`config.mk`:
```
export PLATFORM = sky130hd
export DESIGN_NAME = fpu_sub_seq
export DESIGN_NICKNAME = d
export VERILOG_FILES = /design/src/rtl/fpu_sub_seq.sv
export SDC_FILE = /design/constraint.sdc
export NUM_CORES = 1
export LEC_CHECK = 0
export BUFFER_PORTS_ARGS = -buffer_cell sky130_fd_sc_hd__buf_2
export CELL_PAD_IN_SITES_DETAIL_PLACEMENT = 2
export CELL_PAD_IN_SITES_GLOBAL_PLACEMENT = 2
export CORE_AREA = 2 2 164 166
export DETAILED_ROUTE_END_ITERATION = 16
export DIE_AREA = 0 0 166 168
export PLACE_DENSITY_LB_ADDON = 0.1
export SYNTH_ARGS = -nofsm -noshare
export SYNTH_HDL_FRONTEND = slang
export SYNTH_SLANG_ARGS = --single-unit
```
`constraint.sdc`:
```
create_clock -name clock -period 8.12 [get_ports clock]
set_clock_uncertainty 0.15 [all_clocks]
set_input_delay 0.406 -clock clock [delete_from_list [all_inputs] [get_ports clock]]
set_output_delay 0.406 -clock clock [all_outputs]
set_load 0.05 [all_outputs]
```
`src/rtl/fpu_sub_seq.sv`:
```
`default_nettype none
// ============================================================================
// Module   : fpu_sub_seq
// Brief    : Multi-cycle binary16 subtractor (a - b) with a valid/ready handshake.
//            Define FPU_SUB_SUBNORM_EN for exact subnormals; otherwise subnormals flush to zero.
// Revision : 1.0 - initial release
// ============================================================================
module fpu_sub_seq (
    input  logic        clock,
    input  logic        reset_n,
    input  logic [15:0] in_a,
    input  logic [15:0] in_b,
    input  logic        in_valid,
    output logic        in_ready,
    output logic [15:0] out_result,
    output logic        out_valid,
    input  logic        out_ready,
    output logic        out_nan
);

    localparam logic [2:0]  S_IDLE   = 3'd0;
    localparam logic [2:0]  S_UNPACK = 3'd1;
    localparam logic [2:0]  S_ALIGN  = 3'd2;
    localparam logic [2:0]  S_ADD    = 3'd3;
    localparam logic [2:0]  S_NORM   = 3'd4;
    localparam logic [2:0]  S_PACK   = 3'd5;
    localparam logic [2:0]  S_DONE   = 3'd6;

    localparam logic [4:0]  C_EXP_MAX   = 5'h1f;
    localparam logic [4:0]  C_MAX_SHIFT = 5'd14;
    localparam logic [15:0] C_QNAN      = 16'h7E00;

    logic [2:0]  state_q, state_d;
    logic [15:0] a_q, a_d;
    logic [15:0] b_q, b_d;
    logic        sign_q, sign_d;
    logic        sub_q, sub_d;
    logic [5:0]  exp_q, exp_d;
    logic [14:0] sig_l_q, sig_l_d;
    logic [13:0] sig_s_q, sig_s_d;
    logic [3:0]  cnt_q, cnt_d;
    logic [15:0] result_q, result_d;
    logic        nan_q, nan_d;

    logic        w_b_sign;
    logic        w_a_nan, w_b_nan, w_a_inf, w_b_inf, w_a_zero, w_b_zero;
    logic        w_special, w_special_nan;
    logic [15:0] w_special_res;
    logic        w_a_ge_b;
    logic [4:0]  w_ea_eff, w_eb_eff, w_exp_diff;
    logic [13:0] w_sig_a, w_sig_b;
    logic        w_norm_done;
    logic [15:0] w_pack_res;

    // Operand classification and special-case results for UNPACK
    always_comb begin
        w_b_sign = ~b_q[15];
        w_a_nan  = (a_q[14:10] == C_EXP_MAX) && (a_q[9:0] != 10'd0);
        w_b_nan  = (b_q[14:10] == C_EXP_MAX) && (b_q[9:0] != 10'd0);
        w_a_inf  = (a_q[14:10] == C_EXP_MAX) && (a_q[9:0] == 10'd0);
        w_b_inf  = (b_q[14:10] == C_EXP_MAX) && (b_q[9:0] == 10'd0);
`ifdef FPU_SUB_SUBNORM_EN
        w_a_zero = (a_q[14:0] == 15'd0);
        w_b_zero = (b_q[14:0] == 15'd0);
`else
        w_a_zero = (a_q[14:10] == 5'd0);
        w_b_zero = (b_q[14:10] == 5'd0);
`endif
        w_special     = 1'b1;
        w_special_nan = 1'b0;
        w_special_res = 16'h0000;
        if (w_a_nan || w_b_nan || (w_a_inf && w_b_inf && (a_q[15] == b_q[15]))) begin
            w_special_res = C_QNAN;
            w_special_nan = 1'b1;
        end else if (w_a_inf) begin
            w_special_res = a_q;
        end else if (w_b_inf) begin
            w_special_res = {w_b_sign, b_q[14:0]};
        end else if (w_a_zero && w_b_zero) begin
            w_special_res = 16'h0000;
        end else if (w_a_zero) begin
            w_special_res = {w_b_sign, b_q[14:0]};
        end else if (w_b_zero) begin
            w_special_res = a_q;
        end else begin
            w_special = 1'b0;
        end

        w_ea_eff   = (a_q[14:10] == 5'd0) ? 5'd1 : a_q[14:10];
        w_eb_eff   = (b_q[14:10] == 5'd0) ? 5'd1 : b_q[14:10];
        w_sig_a    = {|a_q[14:10], a_q[9:0], 3'b000};
        w_sig_b    = {|b_q[14:10], b_q[9:0], 3'b000};
        w_a_ge_b   = (a_q[14:0] >= b_q[14:0]);
        w_exp_diff = w_a_ge_b ? (w_ea_eff - w_eb_eff) : (w_eb_eff - w_ea_eff);
    end

    // Normalisation stop condition and final encoding
    always_comb begin
        w_norm_done = sig_l_q[14] | sig_l_q[13] | (sig_l_q == 15'd0) | (exp_q == 6'd1);
        if (sig_l_q == 15'd0) begin
            w_pack_res = 16'h0000;
        end else if (exp_q >= 6'd31) begin
            w_pack_res = {sign_q, C_EXP_MAX, 10'd0};
        end else if (!sig_l_q[13]) begin
`ifdef FPU_SUB_SUBNORM_EN
            w_pack_res = {sign_q, 5'd0, sig_l_q[12:3]};
`else
            w_pack_res = 16'h0000;
`endif
        end else begin
            w_pack_res = {sign_q, exp_q[4:0], sig_l_q[12:3]};
        end
    end

    always_ff @(posedge clock) begin
        if (!reset_n) begin
            state_q <= S_IDLE;
        end else begin
            state_q <= state_d;
        end
    end

    always_comb begin
        state_d = state_q;
        case (state_q)
            S_IDLE:   if (in_valid) state_d = S_UNPACK;
            S_UNPACK: begin
                if (w_special)                state_d = S_DONE;
                else if (w_exp_diff != 5'd0)  state_d = S_ALIGN;
                else                          state_d = S_ADD;
            end
            S_ALIGN:  if (cnt_q == 4'd1) state_d = S_ADD;
            S_ADD:    state_d = S_NORM;
            S_NORM:   if (w_norm_done) state_d = S_PACK;
            S_PACK:   state_d = S_DONE;
            S_DONE:   if (out_ready) state_d = S_IDLE;
            default:  state_d = S_IDLE;
        endcase
    end

    always_comb begin
        in_ready   = (state_q == S_IDLE);
        out_valid  = (state_q == S_DONE);
        out_result = result_q;
        out_nan    = nan_q & (state_q == S_DONE);
    end

    always_comb begin
        a_d      = a_q;
        b_d      = b_q;
        sign_d   = sign_q;
        sub_d    = sub_q;
        exp_d    = exp_q;
        sig_l_d  = sig_l_q;
        sig_s_d  = sig_s_q;
        cnt_d    = cnt_q;
        result_d = result_q;
        nan_d    = nan_q;
        case (state_q)
            S_IDLE: begin
                if (in_valid) begin
                    a_d = in_a;
                    b_d = in_b;
                end
            end
            S_UNPACK: begin
                result_d = w_special_res;
                nan_d    = w_special_nan;
                sub_d    = a_q[15] ^ w_b_sign;
                if (w_a_ge_b) begin
                    sign_d  = a_q[15];
                    exp_d   = {1'b0, w_ea_eff};
                    sig_l_d = {1'b0, w_sig_a};
                    sig_s_d = w_sig_b;
                end else begin
                    sign_d  = w_b_sign;
                    exp_d   = {1'b0, w_eb_eff};
                    sig_l_d = {1'b0, w_sig_b};
                    sig_s_d = w_sig_a;
                end
                // Beyond 14 shifts the smaller significand is entirely gone
                cnt_d = (w_exp_diff > C_MAX_SHIFT) ? C_MAX_SHIFT[3:0] : w_exp_diff[3:0];
            end
            S_ALIGN: begin
                sig_s_d = sig_s_q >> 1;
                cnt_d   = cnt_q - 4'd1;
            end
            S_ADD: begin
                sig_l_d = sub_q ? (sig_l_q - {1'b0, sig_s_q}) : (sig_l_q + {1'b0, sig_s_q});
            end
            S_NORM: begin
                if (sig_l_q[14]) begin
                    sig_l_d = sig_l_q >> 1;
                    exp_d   = exp_q + 6'd1;
                end else if (!w_norm_done) begin
                    sig_l_d = sig_l_q << 1;
                    exp_d   = exp_q - 6'd1;
                end
            end
            S_PACK: begin
                result_d = w_pack_res;
                nan_d    = 1'b0;
            end
            default: ;
        endcase
    end

    always_ff @(posedge clock) begin
        if (!reset_n) begin
            a_q      <= 16'h0000;
            b_q      <= 16'h0000;
            sign_q   <= 1'b0;
            sub_q    <= 1'b0;
            exp_q    <= 6'd0;
            sig_l_q  <= 15'd0;
            sig_s_q  <= 14'd0;
            cnt_q    <= 4'd0;
            result_q <= 16'h0000;
            nan_q    <= 1'b0;
        end else begin
            a_q      <= a_d;
            b_q      <= b_d;
            sign_q   <= sign_d;
            sub_q    <= sub_d;
            exp_q    <= exp_d;
            sig_l_q  <= sig_l_d;
            sig_s_q  <= sig_s_d;
            cnt_q    <= cnt_d;
            result_q <= result_d;
            nan_q    <= nan_d;
        end
    end

endmodule
`default_nettype wire

```
Word-level counts from Yosys, hierarchy flattened
Cells that the tools add are included.

Add/subtract/negate cells: 7. $lt $le $gt $ge: 3. Eq/ne operators: 16. Multiplexer cells: 42. Bitwise gates (word level): 6. Reductions and logical operators: 28.

Operator list (count): 2-to-1 mux 16 bit (9); 2-to-1 mux 15 bit (3); case mux 15 bit (3 select lines) (1); case mux 16 bit (2 select lines) (1); 2-to-1 mux 14 bit (2); case mux 14 bit (2 select lines) (1); case mux 3 bit (7 select lines) (1); logical NOT 10 bit (2); 2-to-1 mux 5 bit (4); nonzero test 10 bit (2); adder 15 x 14 -> 15 bit (1); greater-or-equal comparator 15 bit (1); logical NOT 15 bit (1); 2-to-1 mux 3 bit (5); subtractor 15 x 14 -> 15 bit (1); 2-to-1 mux 6 bit (2); case mux 6 bit (2 select lines) (1); equality test 5 bit (second input constant) (2); logical NOT 5 bit (2); OR reduction 5 bit (2); subtractor 5 bit (2); equality test 3 bit (second input constant) (3); 2-to-1 mux 1 bit (9); case mux 4 bit (2 select lines) (1); other kinds (27) (43).

Register bits: 93. Bits of input ports: 36. Logic and storage cells: 114.

Depth between registers and ports, before layout
Gate-level depths: netlist (run 1).

Depth after elaboration: 9. Depth in mapped cells: 13.

Worst setup path before layout (run 1)
Ideal clock, no wire load.

Path type: register to register. Start point: register sig_s_q[2]. End point: register sig_l_q[14]. Setup time: 92 ps. Arrival: 3273 ps. Slack: 4605 ps. Stages on the path, launching flop included: 14. Path through: dfxtp_1 -> or3_1 -> or3_1 -> nor2b_1 -> xnor2_1 -> ha_1 -> or2_2 -> a21oi_1 -> a21oi_1 -> a41o_1 -> o41ai_1 -> o21ai_0 -> xnor2_1 -> o32ai_1.

Word-level cells in the longest chain between the ends: 3.

RTL lines: from (decl) (RTL line 40) `logic [13:0] sig_s_q, sig_s_d;`; from (signal assigned) (RTL line 227) `sig_s_q <= sig_s_d;`; adder 15 x 14 -> 15 bit or subtractor 15 x 14 -> 15 bit (tied branches) (RTL line 189) `sig_l_d = sub_q ? (sig_l_q - {1'b0, sig_s_q}) : (sig_l_q + {1'b0, sig_s_q});`; 2-to-1 mux 15 bit * (RTL line 189); case mux 15 bit (3 select lines) * (RTL line 159) `case (state_q)`; to (signal assigned) (RTL line 226) `sig_l_q <= sig_l_d;`; to (decl) (RTL line 39) `logic [14:0] sig_l_q, sig_l_d;`.

Mark *: on every way between the ends. The rest lies on a longest branch, timed or not. A chain may end at the register's enable or synchronous reset.

Worst setup path in the final report (run 1)
Same ends and word-level chain as after synthesis.

==> out/results.ini, run 1 <==
[routing]
m1WireLength_um=12200
top_layer=met4
drt_iter0_markers=211
drtAntennaViolNets=0
dr_wl_met3_um=518
route.met2.wl_um=11600
num_vias=6232
wl_per_cell_um=20.1
avgViaCountPerCell=5.12
drt-pass1-iter-count=4
drcViolationCount=0
finalWirelength_um=24500

[sta]
setup_viol=0
rsz0062_at_grt=no
slew_violations=0
period_share_pct=48.0
maxSlewHeadroom_pct=23.7
finalSetupTns_ps=0
min_period_ps=3900
fmax_mhz=257
worst_slew_pin_slew_ps=1140
hold_viol_final=0
setup_slack_ps=4220

[placed_design]
dp_slack_ps=4240
portBuffers=54
gp_congestion=0.812
place_inst=1202
place_hpwl_um=19100

[hold_path]
min_path_type=in -> reg
hp-start=in_b[8]

[global_route]
grt_pass1_vias=6734
grt.overflow.total=0
grt_usage_pct=17.7
antenna_found_initial=0
grt_pass1_wl_um=39200
grt_max_degree=90

[clock_network]
clock_latency_ps=350
cts_tree=built
cts_setup_buffers=0
numCtsBuffers=9
cts-hold-fix-buffers=0
path_clk_slew_ps=80
clk_path_buf_depth=2
cts_sinks=93
root_buffer=clkbuf_16
cts.repair.resized=0
htreeDepth=3

[setup_path]
path_class=reg -> reg
cpMaxStageDelayCell=or3_1
max_stage_delay_ps=400
worstPathArrival_ps=4000
critPathLaunch=sig_s_q[2]
cp_max_fo=6
path_delay_family=compound AO/OA/AOI/OAI gates
worstSetupStartpointType=register
path_cells=or3_1, or3_1, nor2b_1, xnor2_1, ha_1, or2_2, a21oi_1, a21oi_1, a41o_1, o41ai_1, o21ai_0, xnor2_1, o32ai_1
r2r-start=sig_s_q[2]
crit_required_ps=8220
crit_buf_inv=0
worst_setup_path_end_kind=register

[power]
switching_power_mw=1.78
internal-power_mw=1.68
switching_share_pct=51.5
power_density_nw_per_um2=480
leakage_nw=2.72
p_total_mw=3.46
pwr-share-seq_pct=22.8
max-vdd-ir-drop_v=0.000177
clock_power_share_pct=12.5
p_comb_share_pct=64.7

[synth]
synth-edff-count=0
ys_seq_area_share_pct=28.9
ys_async_sr_fraction_pct=0
avgSynthCellArea_um2=7.47
ys_ff_latch=93
synth_nets=939
synth_ff_type=dfxtp_1
yosysUniqueCellTypes=70
synth-warning-count=0
netlist_area_um2=6430
synth_cells=861

[flow_run]
max-cap-violations=0

[die]
dieArea_um2=27900
rows=60
fp.dieW_um=166
io_pins=55
start_util_pct=24.4
core_area_um2=26400
dieHeight_um=168

[layout]
area_growth_pct=12.2
nNetsFinal=950
instances_no_fill=1218
antennaDiodeCount=0
drive_above_1_share_pct=10.7

[outcome]
status=finished clean

==> metrics by stage <==
stage	util (%)	hold WS, ps	instance area (um2)
3_3_place_gp	26.3	346	6930
6_report	27.4	147	7220
4_1_cts	27.4	129	7220
5_1_grt	27.4	138	7220
3_5_place_dp	26.3	350	6930
2_1_floorplan	-	321	6430
==> layout by cell type (no fill, tap or decap), types with 4 or more instances in the layout <==
| cell type | n |
|---|---|
| and3_1 | 5 |
| xnor2_1 | 24 |
| clkbuf_16 | 9 |
| or3_1 | 4 |
| nor3_1 | 21 |
| a21oi_1 | 98 |
| nor2b_1 | 7 |
| nor2_1 | 93 |
| inv_1 | 36 |
| buf_4 | 5 |
| a222oi_1 | 9 |
| o21ai_1 | 18 |
| nand2_1 | 126 |
| mux2i_1 | 38 |
| nand4_1 | 5 |
| ha_1 | 41 |
| and2_1 | 6 |
| nand3_1 | 11 |
| buf_2 | 54 |
| a22oi_1 | 6 |
| nor4_1 | 6 |
| a31oi_1 | 11 |
| a221oi_1 | 7 |
| o21ai_0 | 24 |
| o22ai_1 | 13 |
| dfxtp_1 | 93 |
| nand2b_1 | 7 |
| xor2_1 | 7 |
| o21a_1 | 4 |
| a21o_1 | 8 |
| a211oi_1 | 18 |
==> cells in the mapped netlist (18+ instances only) <==
cell,n,share of area (%)
xnor2_1,24,3.3
nor2_1,94,5.5
o21ai_0,24,1.9
inv_1,36,2.1
a211oi_1,18,2.1
clkbuf_1,44,2.6
dfxtp_1,93,29
mux2i_1,38,5.9
nor3_1,21,1.6
ha_1,41,8.0
a21oi_1,98,7.6
o21ai_1,19,1.5
nand2_1,126,7.4
==> state kept, by name, indices dropped and copies added (netlist names), 3 cells and up <==
signal,cells
exp_q,6
cnt_q,4
sig_s_q,14
out_result,16
b_q,16
state_q,3
a_q,16
sig_l_q,15
==> layout make-up <==
type                       count  area (um2)
fill                        3089       19100
multi-input combinational    671        4190
sequential                    93        1860
tap                          341         427
timing repair buffer          59         308
clock buffer                  12         256
inverter                      38         143
clock inverter                 4        30.0
==> worst reg2reg max path, cell delays in order (launching register included) <==
cell and delay (ps):
dfxtp_1 370, or3_1 400, or3_1 360, nor2b_1 160
xnor2_1 150, ha_1 350, or2_2 320, a21oi_1 190
a21oi_1 80, a41o_1 270, o41ai_1 400, o21ai_0 210
xnor2_1 160, o32ai_1 220
==> final timing paths <==
kind / to / slack (ps) / depth (start not counted)
hold reg to reg: out_result[15] / 360 / 2
setup / recovery: sig_l_q[14] / 4220 / 13
setup reg to reg: sig_l_q[14] / 4220 / 13
hold / removal: b_q[8] / 150 / 3
==> routing by layer <==
layer  up-vias  global-route usage, %
met5         -                      0
met4         0                   3.33
met3        12                   1.97
met2        66                   30.1
met1      3083                   24.4
li1       3071                      -
==> kinds of logic (layout without fill, tap and decap cells) <==
group	after synthesis	after routing	synth area share (%)
fa+ha+maj	42	42	8.28
simple gates	312	312	22.0
flops	93	93	28.9
buf+inv	97	113	6.16
mux	41	41	6.44
compound gates	245	245	23.9
xor+xnor	31	31	4.22
==> power by group through the flow <==
stage	registers (mW)	clock network [mW]	logic, mW
3_5_place_dp	0.806	0	2.27
5_1_grt	0.817	0.464	2.52
2_1_floorplan	0.714	0	1.75
6_report	0.790	0.433	2.24
4_1_cts	0.795	0.446	2.28
3_3_place_gp	0.797	0	2.20
No activity file was read; power rests on OpenSTA's default activity.
==> inputs of run 2 (changes only) <==
- clock period: 8.12 -> 3.33 ns (I/O delays scaled with it)
==> run 2 against run 1 <==
Compared with the run above: via count is 7.0% higher; non-clock buffer count rose by 71; combinational power increased to 2.9 times the previous value; worst hold slack got worse by 100 ps; the flow now finishes with violations (setup timing); register-to-register slack got worse by 4300 ps; sequential power up 140%; first-iteration DRC count decreased by 5.7%; setup slack worse by 4300 ps; critical endpoint unchanged; clock-buffer cell count down 3; sequential share of layout area decreased by 2.4 points; global-route usage up 1.1 points.
==> out/results.ini, run 2 (same netlist as run 1, synthesis figures left out) <==
[power]
power_density_nw_per_um2=1210  ; +150%
switching_share_pct=49.4  ; -2.1 points
max-vdd-ir-drop_v=0.000343  ; +93%
internal-power_mw=4.88  ; +190%
leakage_nw=3.10  ; +14%
clock_power_share_pct=12.3  ; -0.2 points
p_comb_share_pct=68.3  ; +3.6 points
pwr-share-seq_pct=19.4  ; -3.4 points
switching_power_mw=4.77  ; +170%

[layout]
area_growth_pct=24.0
fin_util_pct=30.3  ; +2.9 points
drive_above_1_share_pct=15.8  ; +5.1 points
instances_no_fill=1289  ; +5.8%
nNetsFinal=1021  ; +7.5%
final_cell_mix=nand2_1, a21oi_1, nor2_1, dfxtp_1, buf_2
antennaDiodeCount=0  ; unchanged
layout_commonest_cell=nand2_1

[routing]
finalWirelength_um=26100  ; +6.5%
drtAntennaViolNets=0  ; unchanged
drcViolationCount=0  ; unchanged
avgViaCountPerCell=5.17  ; +1.1%
drt_iter0_markers=199  ; -5.7%
drt-pass1-iter-count=5  ; +1
wl_per_cell_um=20.3  ; +0.60%
num_vias=6670  ; +7.0%

[global_route]
antenna_found_initial=0  ; unchanged
grt_usage_pct=18.8  ; +1.1 points
grt_pass1_wl_um=41700  ; +6.3%
grt.overflow.total=0  ; unchanged
grt_pass1_vias=7210  ; +7.1%
grt_max_degree=89  ; -1.1%

[clock_network]
numCtsBuffers=9  ; unchanged
clock_latency_ps=360  ; about the same
clk_path_buf_depth=2  ; unchanged
cts_tree=built
cts_sinks=93  ; unchanged
root_buffer=clkbuf_16
htreeDepth=3  ; unchanged
path_clk_slew_ps=70  ; about the same

[die]
rows=60  ; unchanged
core_area_um2=26400  ; unchanged
io_pins=55  ; unchanged
dieHeight_um=168  ; unchanged
start_util_pct=24.4  ; unchanged
fp.dieW_um=166  ; unchanged
dieArea_um2=27900  ; unchanged

[placed_design]
place_hpwl_um=20000  ; +4.6%
place_inst=1237  ; +2.9%
gp_congestion=0.819  ; +0.85%
portBuffers=54  ; unchanged

[flow_run]
max-cap-violations=0  ; unchanged

[sta]
maxSlewHeadroom_pct=31.5  ; +7.8 points
rsz0062_at_grt=yes
hold_viol_final=0  ; unchanged
finalSetupTns_ps=-55.4  ; -55.4 ps
setup_slack_ps=-51.6  ; -4270 ps
worst_slew_pin_slew_ps=1030  ; -118 ps
slew_violations=0  ; unchanged
fmax_mhz=296  ; +15%
min_period_ps=3380  ; -516 ps
fin_hold_ws_ps=43.9  ; -103 ps
setup_viol=2  ; +2
period_share_pct=102  ; +54 points

[setup_path]
path_class=reg -> reg
cp_max_fo=3  ; -3
r2r-start=sig_s_q[4]
worstSetupStartpointType=register
crit_required_ps=3440  ; -4780 ps
regToRegSetupSlack_ps=-50  ; -4270 ps
worst_setup_path_end_kind=register
worstReg2RegEnd=sig_l_q[14]
rr_worst_depth=13  ; unchanged
worstPathArrival_ps=3490  ; -510 ps

[hold_path]
hp-start=out_ready
min_path_type=in -> reg
hold_depth=4  ; +1
hold_path_end=state_q[1]

[outcome]
violations=setup timing
status=complete, but fails checks

## run 2: changes by cell type in the layout (fill, tap and decap cells not counted), moves of 2 or more
cell | before | now
a21oi_1 | 98 | 96
a31oi_1 | 11 | 8
or3_1 | 4 | 2
dlygate4sd3_1 | 0 | 32
xnor2_1 | 24 | 21
a31oi_2 | 0 | 3
o21ai_1 | 18 | 20
bufinv_16 | 0 | 2
or3_4 | 0 | 2
clkbuf_8 | 2 | 0
xnor2_2 | 0 | 3
o21ai_0 | 24 | 22
buf_4 | 5 | 43
## run 2: layout make-up
type	instances	area, um2
clock buffers	9	225
clock inverters	7	95.1
fillers	3085	18400
inverters	38	143
multi-input cells	671	4290
flip-flops and latches	93	1860
well taps	341	427
repair buffers	130	933
## run 2: how the worst max path moves through the flow
stage | start | to | slack [ps] | cells past startpoint
2_1_floorplan | sig_s_q[4] | sig_l_q[14] | 10 | 13
3_3_place_gp | sig_s_q[4] | sig_l_q[12] | -60 | 14
3_5_place_dp | sig_s_q[4] | sig_l_q[14] | -150 | 13
4_1_cts | sig_s_q[4] | sig_l_q[14] | -40 | 13
5_1_grt | sig_s_q[4] | sig_l_q[14] | -190 | 13
6_report | sig_s_q[4] | sig_l_q[14] | -50 | 13
## run 2: timing repair
| item | CTS | global route |
|---|---|---|
| hold endpoints to repair | 32 | 0 |
| buffers inserted | 2 | 3 |
| setup endpoints to repair | 3 | 8 |
| pin swaps | 3 | 8 |
| hold buffers | 32 | 0 |
| gates resized for setup | 6 | 10 |
## run 2: layer usage
metal | track usage [%] | up-vias | share of wire (%)
li1 | - | 3219 | -
met1 | 24.8 | 3354 | 47
met2 | 33.2 | 78 | 49
met3 | 2.30 | 19 | 2.4
met4 | 3.78 | 0 | 1.3
met5 | 0 | - | 0
## run 2: power groups by stage
stage / registers, mW / clock network [mW] / logic [mW]
floorplan: 1.74 / 0 / 4.33
global placement: 1.88 / 0 / 5.91
detailed placement: 1.90 / 0 / 6.15
CTS: 1.87 / 1.22 / 6.36
global route: 1.94 / 1.27 / 7.29
finish: 1.87 / 1.19 / 6.59
## run 2: critical path, cell delays in order (launching register included)
cell	delay [ps]
dfxtp_2	330
or3_4	390
or3_4	410
nor2b_4	140
xnor2_2	120
ha_1	320
or2_4	250
a21oi_4	150
a21oi_2	60
a41o_1	220
o41ai_2	270
o21ai_1	130
xnor2_1	140
o32ai_1	220
## run 2: metrics by stage
step | power (mW) | area (um2) | worst slack, ps
global placement | 7.79 | 7230 | -63.2
floorplan | 6.07 | 6450 | 14.2
finish | 9.65 | 7980 | -51.6
CTS | 9.46 | 7910 | -42.5
global route | 10.5 | 7980 | -189
detailed placement | 8.05 | 7230 | -154
